`src/rtl/note_countdown.sv`:
```
// Per-note response timer: loads a countdown on start, steps it down once per step
// period, and ends in a hit or a miss. The optional pause input exists only when
// NOTE_COUNTDOWN_PAUSE_EN is defined.
module note_countdown #(
    parameter int TICKS_PER_STEP = 25_000_000,
    parameter int START_COUNT    = 4,
    parameter int HOLD_STEPS     = 2
) (
    input  logic       clk,
    input  logic       reset,
    input  logic       start,
    input  logic       correct_note,
    input  logic       clear,
`ifdef NOTE_COUNTDOWN_PAUSE_EN
    input  logic       pause,
`endif
    output logic [2:0] countdown,
    output logic       correct_out,
    output logic       busy,
    output logic       hit,
    output logic       miss,
    output logic [1:0] last_result,
    output logic [7:0] hit_count,
    output logic [7:0] miss_count,
    output logic [1:0] state_dbg
);

    typedef enum logic [1:0] {
        IDLE   = 2'd0,
        COUNT  = 2'd1,
        RESULT = 2'd2
    } state_t;

    localparam int TW = (TICKS_PER_STEP > 2) ? $clog2(TICKS_PER_STEP) : 1;
    localparam int HW = (HOLD_STEPS > 1) ? $clog2(HOLD_STEPS) : 1;
    localparam logic [TW-1:0] TICK_LAST = TW'(TICKS_PER_STEP - 1);
    localparam logic [HW-1:0] HOLD_LAST = HW'(HOLD_STEPS - 1);
    localparam logic [2:0]    START_VAL = 3'(START_COUNT);

    state_t        state;
    logic [TW-1:0] tick_cnt;
    logic [HW-1:0] hold_cnt;
    logic          step;
    logic          frozen;

`ifdef NOTE_COUNTDOWN_PAUSE_EN
    assign frozen = pause;
`else
    assign frozen = 1'b0;
`endif

    assign step      = (tick_cnt == TICK_LAST);
    assign state_dbg = state;

    always_ff @(posedge clk) begin
        if (reset) begin
            state       <= IDLE;
            tick_cnt    <= '0;
            hold_cnt    <= '0;
            countdown   <= 3'd0;
            correct_out <= 1'b0;
            busy        <= 1'b0;
            hit         <= 1'b0;
            miss        <= 1'b0;
            last_result <= 2'b00;
            hit_count   <= 8'd0;
            miss_count  <= 8'd0;
        end else begin
            hit         <= 1'b0;
            miss        <= 1'b0;
            correct_out <= correct_note;
            case (state)
                IDLE: begin
                    tick_cnt  <= '0;
                    hold_cnt  <= '0;
                    countdown <= 3'd0;
                    busy      <= 1'b0;
                    if (start) begin
                        state       <= COUNT;
                        countdown   <= START_VAL;
                        busy        <= 1'b1;
                        last_result <= 2'b00;
                    end
                end
                COUNT: begin
                    if (!frozen) begin
                        tick_cnt <= step ? '0 : tick_cnt + 1'b1;
                        // A key press wins over a coincident final step.
                        if (correct_note) begin
                            state       <= RESULT;
                            hit         <= 1'b1;
                            last_result <= 2'b01;
                            if (hit_count != 8'hFF) hit_count <= hit_count + 8'd1;
                            countdown   <= 3'd0;
                            tick_cnt    <= '0;
                            hold_cnt    <= '0;
                        end else if (step && countdown == 3'd1) begin
                            state       <= RESULT;
                            miss        <= 1'b1;
                            last_result <= 2'b10;
                            if (miss_count != 8'hFF) miss_count <= miss_count + 8'd1;
                            countdown   <= 3'd0;
                            tick_cnt    <= '0;
                            hold_cnt    <= '0;
                        end else if (step) begin
                            countdown <= countdown - 3'd1;
                        end
                    end
                end
                RESULT: begin
                    if (!frozen) begin
                        tick_cnt <= step ? '0 : tick_cnt + 1'b1;
                        if (step) begin
                            if (hold_cnt == HOLD_LAST) begin
                                state    <= IDLE;
                                busy     <= 1'b0;
                                hold_cnt <= '0;
                            end else begin
                                hold_cnt <= hold_cnt + 1'b1;
                            end
                        end
                    end
                end
                default: begin
                    state <= IDLE;
                    busy  <= 1'b0;
                end
            endcase
            // Clear overrides any increment made above in the same cycle.
            if (clear) begin
                hit_count  <= 8'd0;
                miss_count <= 8'd0;
            end
        end
    end

endmodule

```
`config.mk`:
```
export PLATFORM = sky130hd
export DESIGN_NAME = note_countdown
export DESIGN_NICKNAME = d
export VERILOG_FILES = /design/src/rtl/note_countdown.sv
export SDC_FILE = /design/constraint.sdc
export NUM_CORES = 1
export LEC_CHECK = 0
export CORE_MARGIN = 2
export CORE_UTILIZATION = 50
export CTS_CLUSTER_SIZE = 10
export DETAILED_ROUTE_END_ITERATION = 8
export PLACE_DENSITY = 0.77
export SKIP_CTS_REPAIR_TIMING = 1
export SYNTH_ARGS = -nofsm -noshare
export SYNTH_HDL_FRONTEND = slang
export SYNTH_SLANG_ARGS = --single-unit
```
`constraint.sdc`:
```
create_clock -name clk -period 2.4 [get_ports clk]
set_input_delay 0.72 -clock clk [delete_from_list [all_inputs] [get_ports clk]]
set_output_delay 0.72 -clock clk [all_outputs]
set_load 0.02 [all_outputs]
```
==> results.json <==
{
  "status": "finished clean",
  "initial_utilization_pct": 51.7,
  "whs_endpoint": "busy",
  "die-area_um2": 6320,
  "cts_buffers": 5,
  "fin_crit_sh_pct": 96.0,
  "clock_latency_ns": 0.30,
  "p_total_w": 0.00162,
  "required_ns": 2.63,
  "areaGrowthSynthToFinish_pct": 22.2,
  "finalHoldViolCount": 0,
  "ant_nets": 0,
  "seq_area_frac_synth_pct": 37.3,
  "synth_area_leader_cell": "dfxtp_1",
  "nets": 392,
  "cts_max_level": 2,
  "dr.pass1.iters": 4,
  "reg2reg_from": "tick_cnt[23]",
  "worst_pin_slew_ns": 0.464,
  "drc_errors": 0,
  "path_clk_slew_ns": 0.09,
  "setup_viol": 0,
  "fin_setup_tns_ns": 0,
  "path_max_fanout": 13,
  "place_congestion": 0.830,
  "cpMaxStageDelayCell": "or4_1",
  "cp-end-kind": "flop",
  "synth_area_leaders": "dfxtp_1 (37%), a311oi_1 (6.2%), nand3_1 (4.2%)",
  "p_leak_nw": 1.14,
  "chipWidth_um": 79.5,
  "start_kind": "flop",
  "num_io_pins": 32,
  "final.min_clock_period_ns": 2.30,
  "antenna_found_initial": 0,
  "core_um2": 5510,
  "postSynthAreaPerCell_um2": 8.53,
  "r2r_slack_ns": 0.1,
  "grt_pass1_vias": 2561,
  "port_buffers": 31,
  "timing.rr.end": "miss_count[6]",
  "maxCapViolCount": 0,
  "final_area_um2": 3480,
  "grt_pass1_wl_um": 11800,
  "path_cells": "or4b_4 -> nor4_4 -> nand3_2 -> or4_1 -> a21oi_1",
  "crit_arrival_ns": 2.54,
  "hold_path_depth": 2,
  "grt-ovfl-total": 0,
  "slew_headroom_pct": 68.8,
  "die_y_um": 79.5,
  "dp_hpwl_um": 4900,
  "syn_area_um2": 2850,
  "finalClockSkew_ns": 0.00655,
  "ir_worst_vdd_mv": 0.325,
  "max_freq_mhz": 434,
  "power.density_nw_per_um2": 467,
  "cts_tree": "yes",
  "viasPerCell": 6.25,
  "layout_commonest_cell": "dfxtp_1",
  "final_cell_mix": "dfxtp_1 (53), clkdlybuf4s50_1 (31), buf_4 (26)",
  "grt_max_degree": 41,
  "ys_warn_count": 0,
  "clockBufferDepth": 2,
  "hold_path.startpoint": "busy",
  "worstSetupPathType": "reg -> reg",
  "post_drt_wl_per_cell_um": 15.2,
  "synth_top_area_share_pct": 37.3,
  "cts-root-buf": "clkbuf_8",
  "critPathMaxStageDelay_ns": 0.58,
  "synth.distinct_cells": 44,
  "synth_nets": 348,
  "syn_inst": 334,
  "rsz0062_at_grt": "true",
  "drt-initial-drc-count": 188,
  "wirelength_um": 6850,
  "finalMaxSlewViolations": 0,
  "vias": 2820,
  "hp-class": "reg -> reg",
  "diodes": 0,
  "ff2ff_path_depth": 5,
  "grt_usage_pct": 22.7,
  "drive_gt1_share_pct": 10.8,
  "placed_area_um2": 3390,
  "yosys_register_bits": 53,
  "cts.sinks": 53,
  "placementRows": 27
}
==> area by class of cell <==
| type | instances | area, um2 |
|---|---|---|
| tap | 72 | 90.1 |
| timing repair buffer | 59 | 537 |
| multi-input combinational | 246 | 1660 |
| clock buffer | 8 | 80.1 |
| inverter | 13 | 48.8 |
| fill | 467 | 2030 |
| sequential | 53 | 1060 |
==> state kept, by name, indices dropped and copies added (netlist names), 2 cells and up <==
name	flops
state_dbg	2
tick_cnt	25
last_result	2
hit_count	8
countdown	3
miss_count	8
==> worst max path at each step <==
stage	startpoint	endpoint	slack, ns	depth (start not counted)
after floorplan	state_dbg[0]	tick_cnt[15]	0.06	8
after global placement	correct_note	miss_count[7]	0.003	5
after detailed placement	correct_note	miss_count[6]	-0.06	5
after CTS	tick_cnt[16]	miss_count[0]	0.09	6
after global routing	tick_cnt[0]	miss_count[0]	-0.02	7
final	tick_cnt[23]	miss_count[6]	0.1	5
==> stage by stage <==
step	setup WS, ns	cells	hold WS (ns)	util [%]
after floorplan	0.0589	334	0.447	-
after global placement	0.00329	443	0.462	61.5
after detailed placement	-0.0616	443	0.475	61.5
after CTS	0.0872	451	0.494	62.9
after global routing	-0.0178	451	0.515	63.2
final	0.0965	451	0.486	63.2
==> power by group <==
| part | switching [W] | total [W] | internal, W | leakage, nW |
|---|---|---|---|---|
| combinational | 0.000137 | 0.000236 | 0.0000996 | 0.669 |
| sequential | 0.0000140 | 0.000907 | 0.000893 | 0.428 |
| clock | 0.000273 | 0.000481 | 0.000208 | 0.0395 |
| total | 0.000424 | 0.00162 | 0.00120 | 1.14 |
==> metal layers <==
layer  track usage, %  routed length [um]  vias to the layer above
li1                 -                   -                     1386
met1             31.8                3230                     1345
met2             35.1                3200                       77
met3             3.96                 298                       12
met4             7.76                 125                        0
met5                0                   0                        -
==> critical path, delay by kind of cell, from the launching register on <==
family,cells,cell delay [ns]
and+or+nand+nor,4,1.73
DFF,1,0.36
AOI/OAI and AO/OA,1,0.15
==> synthesized netlist by cell type (all sizes together) <==
cell type / number
xor2: 5
o41ai: 2
a311oi: 20
o31ai: 8
and3: 13
a31oi: 19
o311a: 1
or4: 6
mux2i: 1
nor4: 5
nand2: 17
nor3: 6
nand2b: 3
xnor2: 2
or3b: 1
nand4bb: 3
o21a: 1
o211ai: 1
nor2b: 4
ha: 9
nor2: 17
o211a: 1
and4: 2
a32oi: 1
or4b: 2
a41oi: 9
or2: 1
buf: 5
or3: 5
and2: 6
nand4: 11
nand3: 25
a21oi: 16
dfxtp: 53
inv: 13
clkbuf: 17
nand3b: 12
o21ai: 8
o311ai: 3
==> cell families after synthesis <==
| kind of cell | synth area share [%] |
|---|---|
| flops | 37.3 |
| buf+inv | 4.70 |
| compound gates | 22.5 |
| xor+xnor | 2.15 |
| simple gates | 29.1 |
| fa+ha+maj | 3.95 |
| mux | 0.352 |
Power figures use the tool's default switching activity.
